--- src/rtl/neuron_act_stage_if.sv ---
// rtl/neuron_act_stage_if.sv - handshake bundle between accumulator, activation stage and next layer
//
// Purpose: groups the accumulator-side and consumer-side handshake signals of
// neuron_act_stage so the stage exposes a single bus port.
//
// Signals:
//   acc_in    [IN_W]    signed neuron sum from the accumulator register
//   acc_valid           acc_in holds a completed sum
//   acc_ready           stage can accept a sum this cycle
//   act_out   [OUT_W]   activation at the FIFO head
//   act_sat             head entry was clipped at the positive limit
//   act_valid           FIFO is non-empty
//   act_ready           consumer pops the head this cycle
//   count     [CNT_W]   FIFO occupancy
//
// Modports:
//   slave  - the activation stage (consumes sums, produces activations)
//   master - the environment (accumulator driver plus next-layer consumer)

interface neuron_act_stage_if #(
  parameter int IN_W  = 16,
  parameter int OUT_W = 8,
  parameter int DEPTH = 4
) ();

  localparam int CNT_W = $clog2(DEPTH) + 1;

  logic [IN_W-1:0]  acc_in;
  logic             acc_valid;
  logic             acc_ready;
  logic [OUT_W-1:0] act_out;
  logic             act_sat;
  logic             act_valid;
  logic             act_ready;
  logic [CNT_W-1:0] count;

  modport slave (
    input  acc_in,
    input  acc_valid,
    output acc_ready,
    output act_out,
    output act_sat,
    output act_valid,
    input  act_ready,
    output count
  );

  modport master (
    output acc_in,
    output acc_valid,
    input  acc_ready,
    input  act_out,
    input  act_sat,
    input  act_valid,
    output act_ready,
    input  count
  );

endinterface

--- src/rtl/neuron_act_stage.sv ---
// rtl/neuron_act_stage.sv - ReLU, arithmetic-shift rescale and 8-bit saturation with output FIFO
//
// Purpose: captures a completed signed neuron sum, converts it to a
// non-negative OUT_W-bit activation (ReLU, >>> SHIFT, clip at 2^(OUT_W-1)-1)
// and buffers {sat, activation} in a DEPTH-entry FIFO for the next layer.
// Flow control is credit based: acc_ready is derived only from registered
// state, never from act_ready.
//
// Ports:
//   i_clk   rising-edge clock
//   i_rst   asynchronous, active-high reset
//   io_bus  neuron_act_stage_if.slave
//             acc_in/acc_valid/acc_ready   sum input handshake
//             act_out/act_sat/act_valid/act_ready  activation output handshake
//             count                        FIFO occupancy, 0 .. DEPTH

module neuron_act_stage #(
  parameter int IN_W  = 16,
  parameter int OUT_W = 8,
  parameter int SHIFT = 4,
  parameter int DEPTH = 4
) (
  input  logic                  i_clk,
  input  logic                  i_rst,
  neuron_act_stage_if.slave     io_bus
);

  localparam int PTR_W = $clog2(DEPTH);
  localparam int CNT_W = PTR_W + 1;

  // Largest representable activation, in both the sum domain (for the
  // compare) and the output domain (for the clipped value).
  localparam logic [IN_W-1:0]  LIMIT_T = IN_W'((1 << (OUT_W - 1)) - 1);
  localparam logic [OUT_W-1:0] OUT_MAX = OUT_W'((1 << (OUT_W - 1)) - 1);

  // Stage register S1
  logic [IN_W-1:0]  r_s1;
  logic             r_s1_v;

  // FIFO storage and bookkeeping
  logic [OUT_W-1:0] r_mem_data [0:DEPTH-1];
  logic             r_mem_sat  [0:DEPTH-1];
  logic [PTR_W-1:0] r_wr_ptr;
  logic [PTR_W-1:0] r_rd_ptr;
  logic [CNT_W-1:0] r_count;

  logic             w_accept;
  logic             w_push;
  logic             w_pop;
  logic [IN_W-1:0]  w_shifted;
  logic [OUT_W-1:0] w_result;
  logic             w_sat;
  logic [CNT_W:0]   w_credit_sum;

  // Credits: everything accepted and not yet popped is either in S1 or in
  // the FIFO, so count + s1_v bounds the space that could still be needed.
  // A pop in the same cycle is deliberately ignored to keep acc_ready free
  // of any combinational path from act_ready.
  assign w_credit_sum     = {1'b0, r_count} + {{CNT_W{1'b0}}, r_s1_v};
  assign io_bus.acc_ready = (w_credit_sum < (CNT_W + 1)'(DEPTH));

  assign w_accept = io_bus.acc_valid && io_bus.acc_ready;
  assign w_push   = r_s1_v;
  assign w_pop    = (r_count != '0) && io_bus.act_ready;

  // Activation compute on S1
  assign w_shifted = IN_W'($signed(r_s1) >>> SHIFT);

  always_comb begin
    w_result = '0;
    w_sat    = 1'b0;
    if (r_s1[IN_W-1]) begin
      // ReLU: any negative sum maps to zero, never flagged.
      w_result = '0;
      w_sat    = 1'b0;
    end else if (w_shifted > LIMIT_T) begin
      w_result = OUT_MAX;
      w_sat    = 1'b1;
    end else begin
      // Exactly LIMIT_T passes through unflagged.
      w_result = w_shifted[OUT_W-1:0];
      w_sat    = 1'b0;
    end
  end

  // S1 capture: valid for exactly the cycle after an accept.
  always_ff @(posedge i_clk or posedge i_rst) begin
    if (i_rst) begin
      r_s1   <= '0;
      r_s1_v <= 1'b0;
    end else begin
      r_s1_v <= w_accept;
      if (w_accept) begin
        r_s1 <= io_bus.acc_in;
      end
    end
  end

  // FIFO storage. The write is unconditional on s1_v because credits have
  // already reserved the slot.
  always_ff @(posedge i_clk or posedge i_rst) begin
    if (i_rst) begin
      for (int i = 0; i < DEPTH; i++) begin
        r_mem_data[i] <= '0;
        r_mem_sat[i]  <= 1'b0;
      end
    end else if (w_push) begin
      r_mem_data[r_wr_ptr] <= w_result;
      r_mem_sat[r_wr_ptr]  <= w_sat;
    end
  end

  // Pointers wrap naturally because DEPTH is a power of two; count is kept
  // explicitly so full (count == DEPTH) and empty are distinguishable.
  always_ff @(posedge i_clk or posedge i_rst) begin
    if (i_rst) begin
      r_wr_ptr <= '0;
      r_rd_ptr <= '0;
      r_count  <= '0;
    end else begin
      if (w_push) begin
        r_wr_ptr <= r_wr_ptr + PTR_W'(1);
      end
      if (w_pop) begin
        r_rd_ptr <= r_rd_ptr + PTR_W'(1);
      end
      if (w_push && !w_pop) begin
        r_count <= r_count + CNT_W'(1);
      end else if (!w_push && w_pop) begin
        r_count <= r_count - CNT_W'(1);
      end
    end
  end

  // Outputs come straight from registered storage at the head.
  assign io_bus.act_out   = r_mem_data[r_rd_ptr];
  assign io_bus.act_sat   = r_mem_sat[r_rd_ptr];
  assign io_bus.act_valid = (r_count != '0);
  assign io_bus.count     = r_count;

endmodule
--- src/flat_wrapper.sv ---
// flat-port wrapper written by rule: the top's interface ports become plain ports
module neuron_act_stage_flat 
#(
  parameter int IN_W  = 16,
  parameter int OUT_W = 8,
  parameter int SHIFT = 4,
  parameter int DEPTH = 4
)
  (i_clk, i_rst, io_bus_acc_in, io_bus_acc_valid, io_bus_acc_ready, io_bus_act_out, io_bus_act_sat, io_bus_act_valid, io_bus_act_ready, io_bus_count);
  neuron_act_stage_if #(.IN_W(IN_W), .OUT_W(OUT_W), .DEPTH(DEPTH)) io_bus_i ();
  input  logic i_clk;
  input  logic i_rst;
  input wire logic [$bits(io_bus_i.acc_in)-1:0] io_bus_acc_in;
  input wire logic [$bits(io_bus_i.acc_valid)-1:0] io_bus_acc_valid;
  output wire logic [$bits(io_bus_i.acc_ready)-1:0] io_bus_acc_ready;
  output wire logic [$bits(io_bus_i.act_out)-1:0] io_bus_act_out;
  output wire logic [$bits(io_bus_i.act_sat)-1:0] io_bus_act_sat;
  output wire logic [$bits(io_bus_i.act_valid)-1:0] io_bus_act_valid;
  input wire logic [$bits(io_bus_i.act_ready)-1:0] io_bus_act_ready;
  output wire logic [$bits(io_bus_i.count)-1:0] io_bus_count;
  assign io_bus_i.acc_in = io_bus_acc_in;
  assign io_bus_i.acc_valid = io_bus_acc_valid;
  assign io_bus_acc_ready = io_bus_i.acc_ready;
  assign io_bus_act_out = io_bus_i.act_out;
  assign io_bus_act_sat = io_bus_i.act_sat;
  assign io_bus_act_valid = io_bus_i.act_valid;
  assign io_bus_i.act_ready = io_bus_act_ready;
  assign io_bus_count = io_bus_i.count;
  neuron_act_stage #(.IN_W(IN_W), .OUT_W(OUT_W), .SHIFT(SHIFT), .DEPTH(DEPTH)) u_core (.i_clk(i_clk), .i_rst(i_rst), .io_bus(io_bus_i));
endmodule
--- config.mk ---
export PLATFORM = sky130hd
export DESIGN_NAME = neuron_act_stage_flat
export DESIGN_NICKNAME = d
export VERILOG_FILES = /design/src/rtl/neuron_act_stage_if.sv /design/src/rtl/neuron_act_stage.sv /design/src/flat_wrapper.sv
export SDC_FILE = /design/constraint.sdc
export NUM_CORES = 1
export LEC_CHECK = 0
export BUFFER_PORTS_ARGS = -buffer_cell sky130_fd_sc_hd__buf_2
export CAP_MARGIN = 20
export CORE_MARGIN = 2
export CORE_UTILIZATION = 48
export DETAILED_ROUTE_END_ITERATION = 7
export HOLD_SLACK_MARGIN = 0.15
export PLACE_DENSITY_LB_ADDON = 0.12
export RECOVER_POWER = 100
export SLEW_MARGIN = 20
export SYNTH_ARGS = -nofsm -noshare
export SYNTH_HDL_FRONTEND = slang
export SYNTH_SLANG_ARGS = --single-unit
export TNS_END_PERCENT = 30
--- constraint.sdc ---
create_clock -name i_clk -period 2.4 [get_ports i_clk]
set_input_delay 0.48 -clock i_clk [delete_from_list [all_inputs] [get_ports i_clk]]
set_output_delay 0.48 -clock i_clk [all_outputs]
set_load 0.02 [all_outputs]
==> results of run 1 <==
-- final cells by class --
class / instances / area, um2 / share of cell area
Inverter: 5 / 18.77 / 0.006906
Multi-Input combinational cell: 127 / 954.7 / 0.3513
Sequential cell: 56 / 1401 / 0.5157
Timing Repair Buffer: 33 / 147.6 / 0.05433
Tap cell: 70 / 87.58 / 0.03223
Clock inverter: 2 / 35.03 / 0.01289
Clock buffer: 6 / 72.57 / 0.02670
-- sequential cells by signal (all words and copies together), names as in the netlist --
register and flops:
u_core.io_bus.count 3, u_core.r_mem_data 32, u_core.r_mem_sat 4, u_core.r_rd_ptr 2
u_core.r_s1 12, u_core.r_s1_v 1, u_core.r_wr_ptr 2
-- how the worst max path moves through the flow --
stage,depth (start not counted),startpoint,end,slack [ns]
6_report,3,u_core.r_rd_ptr[0],io_bus_act_out[0],0.25
3_3_place_gp,8,u_core.io_bus.count[1],u_core.io_bus.count[2],0.34
5_1_grt,8,u_core.io_bus.count[1],u_core.io_bus.count[2],0.1
4_1_cts,8,u_core.io_bus.count[1],u_core.io_bus.count[2],0.21
2_1_floorplan,8,u_core.io_bus.count[1],u_core.io_bus.count[2],0.17
3_5_place_dp,8,u_core.io_bus.count[1],u_core.io_bus.count[2],0.24
-- synth_stat cells, drive strengths merged --
cell    instances  area share
mux4            9       0.081
nor2            8       0.033
fa              1      0.0080
nand2b          1      0.0035
xnor2           3       0.011
ha              5       0.025
xor2            3       0.011
a31oi           1      0.0085
mux2           13       0.072
nand3           1      0.0020
or2             4       0.010
nand2          39       0.060
clkbuf          4      0.0060
dfrtp          56        0.56
and2            4       0.010
or3             1      0.0025
o21ai          33       0.066
inv             5      0.0075
or4             1      0.0045
buf             5       0.018
-- routing by layer --
layer  GRT usage  wire length (um)  vias up
li1            -                 -      729
met1      0.2322              2051      799
met2      0.2991              2363       53
met3     0.04028               306        8
met4     0.06364                56        0
met5           0                 0        -
-- metrics by stage --
| step | utilization | total power, mW | hold WS (ns) | worst slack (ns) | cells |
|---|---|---|---|---|---|
| CTS | 0.5533 | 3.895 | 0.1695 | 0.2124 | 299 |
| global route | 0.5355 | 3.918 | 0.3713 | 0.09807 | 299 |
| detailed placement | 0.5321 | 3.299 | 0.4703 | 0.2369 | 291 |
| global placement | 0.5321 | 3.198 | 0.4631 | 0.3421 | 291 |
| floorplan | - | 2.876 | 0.4477 | 0.1733 | 197 |
| finish | 0.5355 | 3.643 | 0.3002 | 0.2540 | 299 |
-- kinds of logic after synthesis --
kind of cell,Yosys count,share of synthesized area
AND/OR/NAND/NOR,59,0.1253
flip-flops,56,0.5614
AO/OA/AOI/OAI,34,0.07468
multiplexers,22,0.1534
buffers and inverters,14,0.03108
XOR/XNOR,6,0.02106
adder cells (fa/ha/maj),6,0.03308
-- worst reg2reg max path: cells and delay by family (launching register included) --
| kind | cells | cell delay (ns) |
|---|---|---|
| XOR/XNOR | 2 | 0.32 |
| flip-flops | 1 | 0.44 |
| buffers and inverters | 1 | 0.06 |
| adder cells (fa/ha/maj) | 2 | 0.56 |
| AND/OR/NAND/NOR | 3 | 0.68 |
-- power by group through the flow --
stage | registers (mW) | clock network (mW) | logic [mW]
finish | 1.68 | 0.594 | 1.37
global route | 1.74 | 0.648 | 1.53
CTS | 1.71 | 0.611 | 1.57
detailed placement | 1.73 | 0 | 1.57
global placement | 1.69 | 0 | 1.51
floorplan | 1.63 | 0 | 1.25
==> results by stage, run 1 <==
Power:
- The power density of the placed cells is 1341 nW/um2.
- The leakage power of the design is 1.231 nW.
- The share of total power dissipated in sequential elements is 0.462.
- The fraction of power consumed by combinational cells is 0.375.
- Of the total power, the share spent switching nets is 0.3822.
- The switching power is 1.392 mW.
- The internal power of the cells is 2.251 mW.
- The maximum VDD drop is 0.5182 mV.
- The clock group share of total power is 0.163.

Finish:
- The library cell used most frequently in the layout, excluding fill and tap cells, is sky130_fd_sc_hd__dfrtp_1.
- The diode insertion count for antenna repair is 0.
- After filler insertion, the fill cell instance count of the layout stands at 485.
- The design area is 2718 um2.
- Compared with the post-synthesis result, the final layout area differs by 8.872%.
- Leaving out fill and tap cells, the most frequent cells in the layout are 56 x sky130_fd_sc_hd__dfrtp_1, 39 x sky130_fd_sc_hd__nand2_1, 31 x sky130_fd_sc_hd__o21ai_0, 17 x sky130_fd_sc_hd__clkbuf_1, 16 x sky130_fd_sc_hd__buf_2.
- The layout net count is 254.
- The layout cell share with drive strength beyond 1 is 0.1790.

Critical path:
- For this run, the slowest stage of the critical path takes 0.54 ns.
- The maximum net fanout on the critical path is 9.
- The startpoint identified for the worst register-to-register timing path is u_core.io_bus.count[1].
- The combined buffer and inverter count along the critical path is 2.
- Among cell families on the critical path, the largest total delay comes from multiplexers.
- Across all register-to-register paths, the minimum setup slack is 0.27 ns.
- The critical path is of the flop to primary output type.
- The worst setup path is captured at a primary output.
- The signal arrival time at the worst endpoint is 1.67 ns.
- The startpoint kind of the worst setup timing path is a flop.
- The worst register-to-register path has a depth of 8.
- The standard cell with the maximum stage delay on the critical path is sky130_fd_sc_hd__mux4_2.
- Walking the worst path, the cells encountered are buf_4 -> mux4_2 -> clkbuf_1.
- The worst reg2reg path endpoint is u_core.io_bus.count[2].
- The worst endpoint required time is 1.92 ns.

Detailed routing:
- The final route contains 1589 vias.
- The detailed router finished its first iteration with 103 violations.
- In the final routed layout, each cell accounts on average for 15.98 um.
- The vias per cell is 5.314.
- The residual antenna-violating net count after detailed routing is 0.
- The residual DRC count is 0.
- The number of optimization iterations in the first detailed-route pass is 4.
- The final wirelength is 4778 um.

Synthesis:
- The number of nets handed over by synthesis was 223.
- Each instance of the synthesized netlist takes up on average 12.67 um2.
- The cell count after synthesis came out at 197.
- The post-synthesis register bit count is 56.
- After synthesis the cells add up to 2496 um2.
- The sequential fraction of the synthesis area is 0.5614.
- The number of distinct library cells after synthesis is 26.
- The total number of yosys warnings is 0.

Die:
- The floorplan step defined a die boundary enclosing 5793 um2.
- The chip width is 76.12 um.
- From bottom edge to top edge, the die measures 76.12 um.
- The initial utilization of the core area, before any placement, comes to 0.4919.
- Pin placement for this block handled 34 I/O pins.
- The placement row count is 26.
- The core outline area is 5075 um2.

Placed design:
- The last weighted congestion value of the routability-driven placer is 0.7265.
- Summing all placed instances gives a cell area of 2700 um2.
- The number of I/O port buffers is 29.
- Once detailed placement completed, the half-perimeter wirelength came to 3440 um.

Timing:
- The final count of pins violating max slew is 0.
- Measured against its own limit, the worst slew margin works out to 0.3384.
- Setup violations remaining at the end of the flow were counted as 0.
- The clock period minus final worst setup slack is 2.146 ns.
- Setup repair after global routing left no endpoint under its margin.
- After routing, the total negative slack on setup checks comes to 0 ns.
- Clock skew on the completed layout was measured at 0.003254 ns.
- The final count of hold timing violations is 0.
- Based on the critical path, the design can be clocked at up to 0.4660 GHz.
- Of the available clock period, the critical path in the final layout requires 0.8942.
- At the pin with the least slew margin, the transition time is 0.9925 ns.

Global route:
- The pin count of the biggest net entering global routing is 22.
- The initial antenna violation count is 0.
- The via count of the first global-routing pass came to 1638.
- After global routing the overflow that remains totals 0.
- The overall fraction of global-route tracks in use is 0.1790.
- The first global-routing pass estimated 8128 um of wire.

Clocking:
- The buffer cell driving the clock tree root is sky130_fd_sc_hd__clkbuf_8.
- TritonCTS built the clock tree.
- The hold-fix buffer count after cts is 0.
- The number of gates resized after CTS was 0.
- In this run, CTS created clock tree buffers numbering 5.
- The count of clock tree sinks is 56.
- The number of setup buffers added after CTS is 0.
- The clock passes through at most 2 buffers.
- Clock-pin slew was measured on the worst setup and hold paths at 0.09 ns.
- The insertion delay of the later-clocked pin in the worst-skew pair is 0.30 ns.
- The clock tree synthesis step divided the H-tree into 2 levels.

Worst hold path:
- The tightest min-delay check is of the input port to async pin type.

Outcome:
- The flow ran to the end, and the final reports show no timing, DRC or antenna violations.

Flow run:
- Across the run, the number of max-cap violations was 0.
Note: power is estimated with default switching activity, not from simulation.
==> inputs of run 2 (changes only) <==
Settings changed: CORE_UTILIZATION 48 to 40.
==> results by stage, run 2 (synthesis gave the netlist of run 1 again) <==
Timing:
- Headroom to the max-slew limit came out at 0.2812.
- The final count of pins violating max slew was 0.
- The worst path setup slack after routing is 0.2500 ns.
- The portion of the clock cycle consumed by the worst path in the final layout is 0.8958.
- The worst-margin pin slew is 1.078 ns.
- The worst hold-check slack is 0.3323 ns.
- The worst clock skew is 0.004263 ns.
- The total setup violations reported at the end of the flow is 0.
- The highest clock frequency the design can meet is 0.4651 GHz.
- The final count of hold timing violations is 0.
- Setup repair after global routing left no endpoint under its margin.
- The clock period minus final worst setup slack is 2.150 ns.
- The setup TNS is 0 ns.

Clocking:
- The number of H-tree levels is 2.
- The hold-fix buffer count after cts is 0.
- Clock tree synthesis inserted a total of 5 buffers.
- In this run the post-CTS setup repair buffer count came out at 0.
- Clock latency on the worst-skew pair, taken at its later pin, is 0.31 ns.
- TritonCTS built the clock tree.
- The clock-pin slew reported for the worst setup and hold paths after clock tree synthesis is 0.09 ns.
- For this design, the sink count on the clock tree is 56.
- Counting along the longest clock path gives a buffer depth of 2.
- Clock tree synthesis selected as its root buffer the cell sky130_fd_sc_hd__clkbuf_8.
- In this run, post-CTS repair resized a total of 0 instances.

Global route:
- The via count of the first global-routing pass was 1507.
- Global routing finished with a remaining overflow of 0.
- In the global route stage, overall resource usage came out at 0.1465.
- The pin count of the biggest net entering global routing is 24.
- The wire length of the first global-routing pass is 7817 um.
- The initial antenna violation count was 0.

Detailed routing:
- The final wirelength is 4738 um.
- The via count of the routed design is 1568.
- After detailed routing, no signal wire sits above met4.
- The residual antenna-violating net count after detailed routing is 0.
- Dividing the detail-routed via count by the number of cells gives 5.107.
- The residual DRC count is 0.
- After detailed routing, the wire length on met1 is 2281 um.
- The detailed router's first-iteration violation count is 64.
- The met2 wirelength from detailed routing is 2195 um.
- The amount of wire on met3 after detailed routing is 195 um.
- The number of optimization iterations in the first detailed-route pass is 4.
- Dividing the detail-routed wire length by the instance count gives 15.43 um.

Die:
- The die is 83.00 um wide.
- The floorplan step defined a core boundary enclosing 5991 um2.
- The initial utilization of the core area, before any placement, comes to 0.4167.
- In this run the count of I/O pins placed on the die edge is 34.
- The placement row count is 28.
- The die boundary height is 83.00 um.
- The die area is 6888 um2.

Critical path:
- Tracing the worst setup path back leads to its startpoint at u_core.r_rd_ptr[0].
- The highest cell delay on the worst timing path is 0.53 ns.
- The reg-to-reg critical path startpoint is u_core.io_bus.count[1].
- The kind of end point of the critical path is a primary output.
- The critical path in this run is classified as flop to primary output.
- The worst endpoint required time is 1.92 ns.
- The combined buffer and inverter count along the critical path is 2.
- In this run the worst path has a maximum fanout of 9.
- Among all stages on the critical path, the largest delay is contributed by sky130_fd_sc_hd__mux4_2.
- The worst setup path is launched from a flop.
- Among cell families on the critical path, the largest total delay comes from multiplexers.
- Data on the critical path arrives at its endpoint at 1.67 ns.
- Walking the worst path, the cells encountered are buf_4 -> mux4_2 -> clkbuf_1.

Finish:
- The top cell types in the final layout, fill and taps aside, are 56 x sky130_fd_sc_hd__dfrtp_1, 39 x sky130_fd_sc_hd__nand2_1, 33 x sky130_fd_sc_hd__o21ai_0, 21 x sky130_fd_sc_hd__clkbuf_1, 16 x sky130_fd_sc_hd__buf_2.
- The diode insertion count for antenna repair is 0.
- At the end of the flow, the number of nets in the layout was 257.
- Of the cells placed in the final design, the portion with a size suffix greater than 1 is 0.1810.
- Leaving out fill and tap cells, the most frequent cell in the layout is sky130_fd_sc_hd__dfrtp_1.
- Relative to the synthesized area, the layout overhead comes to 9.323%.
- Counting flops per register, the top entry is u_core.r_mem_data.
- The largest registers in the layout are u_core.r_mem_data x32, u_core.r_s1 x12, u_core.r_mem_sat x4.
- The layout has 589 filler cells.
- The number of flip-flops under the largest register name is 32.

Power:
- The leakage power of the design is 1.228 nW.
- The power density of the placed cells is 1302 nW/um2.
- The maximum VDD drop is 0.5263 mV.

Placed design:
- The congestion estimate from routability-driven global placement came to 0.7186.
- The total half-perimeter wirelength after legalization and detailed placement is 3233 um.
- At the placement stage, the worst setup path has a slack of 0.2759 ns.
- The number of I/O port buffers is 29.

Flow run:
- The number of max-capacitance violations reported is 0.

Outcome:
- The flow ran to the end, and the final reports show no timing, DRC or antenna violations.

Worst hold path:
- In this run the worst hold path is classified as input port to async pin.
## run 2: power breakdown
group	switching (mW)	internal [mW]	total [mW]
clock network	0.288	0.236	0.524
logic	0.759	0.588	1.35
registers	0.323	1.36	1.68
total	1.37	2.18	3.55
## run 2: worst reg2reg max path: stages, from the launching register on
cell,delay (ns)
sky130_fd_sc_hd__dfrtp_1,0.44
sky130_fd_sc_hd__or3_1,0.43
sky130_fd_sc_hd__nand2_1,0.12
sky130_fd_sc_hd__ha_1,0.19
sky130_fd_sc_hd__inv_1,0.06
sky130_fd_sc_hd__fa_1,0.37
sky130_fd_sc_hd__xor2_1,0.15
sky130_fd_sc_hd__nor2_1,0.11
sky130_fd_sc_hd__xor2_1,0.15
## run 2: final cells by class
class | count | area, um2 | share of cell area
sequential | 56 | 1401 | 0.5135
inverter | 5 | 18.77 | 0.006878
tap | 75 | 93.84 | 0.03439
timing repair buffer | 36 | 158.9 | 0.05823
multi-input combinational | 127 | 965.9 | 0.3540
clock buffer | 8 | 90.09 | 0.03301
## run 2: path summary, 6_finish.rpt
kind | slack [ns] | depth (start not counted) | endpoint
max in group asynchronous | 0.60 | 3 | u_core.r_mem_data[6]
max | 0.25 | 3 | io_bus_act_out[4]
max reg2reg | 0.32 | 8 | u_core.io_bus.count[2]
min in group i_clk | 0.37 | 2 | u_core.r_s1[7]
min reg2reg | 0.49 | 2 | u_core.r_mem_data[17]
min | 0.33 | 2 | u_core.r_mem_data[31]
## run 2: stage by stage
stage	cell area [um2]	instances	total power, mW	util
3_5_place_dp	2729	299	3.290	0.4555
4_1_cts	2819	307	3.819	0.4706
2_1_floorplan	2496	197	2.876	-
5_1_grt	2729	307	3.858	0.4555
6_report	2729	307	3.552	0.4555
3_3_place_gp	2729	299	3.255	0.4555
## run 2: metal layers
metal  vias up  GRT usage
met5         -          0
met4         0    0.04471
met3         6    0.03678
met2        29     0.2177
met1       798     0.2124
li1        735          -
==> inputs of run 3 (changes only) <==
Clock period 2.4 ns to 2.5 ns, I/O delays scaled along.
==> results by stage, run 3 (synthesis gave the netlist of run 1 again) <==
Finish:
- Fill cells in the final layout number 576.
- The register with the most flip-flops is u_core.r_mem_data.
- The commonest non-fill, non-tap cell in the layout is sky130_fd_sc_hd__dfrtp_1.
- The design area is 2721 um2.
- Of the cells placed in the final design, the portion with a size suffix greater than 1 is 0.1878.
- The non-filler instance count after layout is 304.
- The register with the most flip-flops in the layout has 32 of them.
- At the end of the flow, the number of nets in the layout was 255.
- The library cells used most frequently in the layout, excluding fill and tap cells, are 56 x sky130_fd_sc_hd__dfrtp_1, 39 x sky130_fd_sc_hd__nand2_1, 32 x sky130_fd_sc_hd__o21ai_0, 17 x sky130_fd_sc_hd__clkbuf_1, 16 x sky130_fd_sc_hd__buf_2.
- The relative area change from synthesis to final layout is 9.023%.
- 0 antenna diodes ended up in the layout.
- For this run, the share of the core covered by cells in the final layout is 0.4543.
- In the final layout, the registers with the most flip-flops are u_core.r_mem_data x32, u_core.r_s1 x12, u_core.r_mem_sat x4.

Power:
- The total power after layout is 3.410 mW.
- For this design the static power due to leakage is 1.224 nW.
- Across the VDD grid, the largest voltage drop is 0.5977 mV.
- In this run the power density over the cells is 1253 nW/um2.

Clocking:
- The quantity of gates resized following cts is 0.
- The buffers inserted during post-CTS setup optimization is 0.
- Clock latency on the worst-skew pair, taken at its later pin, is 0.30 ns.
- The TritonCTS clock tree is done.
- Buffers inserted to repair hold after CTS numbered 0.
- The longest clock path from root to sink contains 2 buffers.
- The buffer cell driving the clock tree root is sky130_fd_sc_hd__clkbuf_8.
- The number of H-tree levels is 2.
- The count of clock tree sinks is 56.
- The clock-pin slew reported for the worst setup and hold paths after clock tree synthesis is 0.10 ns.
- The TritonCTS buffer count is 5.

Critical path:
- The reg-to-reg critical path startpoint is u_core.io_bus.count[1].
- STA puts the critical path data required time at 2.00 ns.
- The maximum net fanout on the critical path is 9.
- The depth of the worst register-to-register path is 8.
- The worst setup slack for register-to-register paths is 0.39 ns.
- The path type of the worst setup path is flop to primary output.
- The worst register-to-register path ends at u_core.io_bus.count[2].
- The startpoint kind of the worst setup timing path is a flop.
- The kind of end point of the critical path is a primary output.
- STA puts the critical path data arrival time at 1.67 ns.

Timing:
- Summed over all failing endpoints, the final setup total negative slack is 0 ns.
- The final count of pins violating max slew is 0.
- Derived from the worst setup path, the maximum achievable clock frequency is 0.4609 GHz.
- The final count of hold timing violations came to 0.
- The clock period minus final worst setup slack is 2.170 ns.
- Headroom to the max-slew limit came out at 0.3403.
- Setup violations remaining at the end of the flow were counted as 0.
- The worst path setup slack after routing is 0.3303 ns.
- The worst clock skew is 0.007757 ns.
- The worst-margin pin slew is 0.9885 ns.
- Hold is met by 0.4024 ns.
- The portion of the clock cycle consumed by the worst path in the final layout is 0.8679.
- Setup repair after global routing left no endpoint under its margin.

Detailed routing:
- The detail route stage leaves a number of antenna-violating nets equal to 0.
- For this run, the detailed router's first-pass iteration total came to 4.
- Summing over every cut layer, the via total after detailed routing is 1509.
- The wire length per cell is 15.93 um.
- After the first detailed-routing iteration, the DRC count stood at 89.
- In the routed design, unresolved DRC markers number 0.
- The final wirelength is 4844 um.
- The vias per cell is 4.964.

Placed design:
- Detailed placement finished with a half-perimeter wire length of 3225 um.
- After detailed placement, the design holds a cell count of 297.
- The last weighted congestion value of the routability-driven placer is 0.7298.
- The pre-CTS setup slack is 0.3975 ns.
- The number of I/O port buffers is 29.
- Summing all placed instances gives a cell area of 2726 um2.

Global route:
- The pin count of the biggest net entering global routing is 32.
- Across every metal layer, demand over resource in global routing totals 0.1527.
- The first global-routing pass estimated 8328 um of wire.
- The via count of the first global-routing pass is 1615.
- The total congestion overflow is 0.
- The initial antenna violation count is 0.

Worst hold path:
- The tightest min-delay check is of the input port to flop type.
- The launch instance of the worst min-delay path is io_bus_acc_in[9].
- The end of the worst hold path is u_core.r_s1[9].
- The worst hold path cell count is 2.

Die:
- The die area is 6888 um2.
- The effective utilization at floorplan is 0.4167.
- The die is 83.00 um wide.
- Row generation in the floorplan step produced 28 rows.
- The die boundary height is 83.00 um.
- The core outline area is 5991 um2.
- The count of pins on the block boundary is 34.

Flow run:
- The tool flagged a number of max-cap violations equal to 0.

Outcome:
- The flow ran to the end, and the final reports show no timing, DRC or antenna violations.
-- run 3: cell count changes in the layout (fill, tap and decap cells not counted), sizes merged --
cell / before / now
clkbuf: 27 / 23
clkinv: 0 / 1
-- run 3: final cells by class --
| cell class | count | area, um2 | share of cell area |
|---|---|---|---|
| timing repair buffer | 34 | 152.6 | 0.05609 |
| clock buffer | 6 | 72.57 | 0.02667 |
| tap | 75 | 93.84 | 0.03448 |
| inverter | 5 | 18.77 | 0.006897 |
| sequential | 56 | 1401 | 0.5149 |
| clock inverter | 1 | 5.005 | 0.001839 |
| multi-input combinational | 127 | 977.2 | 0.3591 |
-- run 3: power breakdown --
group | switching [mW] | total [mW] | internal (mW)
clock network | 0.276 | 0.468 | 0.192
logic | 0.738 | 1.31 | 0.573
registers | 0.328 | 1.63 | 1.30
-- run 3: layer usage --
| metal | global-route usage | share of wire | wire (um) |
|---|---|---|---|
| met5 | 0 | 0 | 0 |
| met4 | 0.04322 | 0.0081 | 39 |
| met3 | 0.03082 | 0.023 | 112 |
| met2 | 0.2390 | 0.47 | 2295 |
| met1 | 0.2173 | 0.49 | 2397 |
-- run 3: how the worst max path moves through the flow --
stage                                       from                     end  slack, ns  cells past startpoint
final                         u_core.r_rd_ptr[0]       io_bus_act_out[0]       0.33                      3
after global routing      u_core.io_bus.count[1]  u_core.io_bus.count[2]       0.21                      8
after CTS                     u_core.r_rd_ptr[0]       io_bus_act_out[0]       0.31                      3
after detailed placement  u_core.io_bus.count[1]  u_core.io_bus.count[2]       0.40                      8
after global placement    u_core.io_bus.count[1]  u_core.io_bus.count[2]       0.43                      8
after floorplan           u_core.io_bus.count[1]  u_core.io_bus.count[2]       0.27                      8
-- run 3: worst max-delay path, cell delays in order, from the launching register on --
cell                       delay [ns]
sky130_fd_sc_hd__dfrtp_1         0.39
sky130_fd_sc_hd__buf_4           0.26
sky130_fd_sc_hd__mux4_2          0.54
sky130_fd_sc_hd__clkbuf_1        0.19
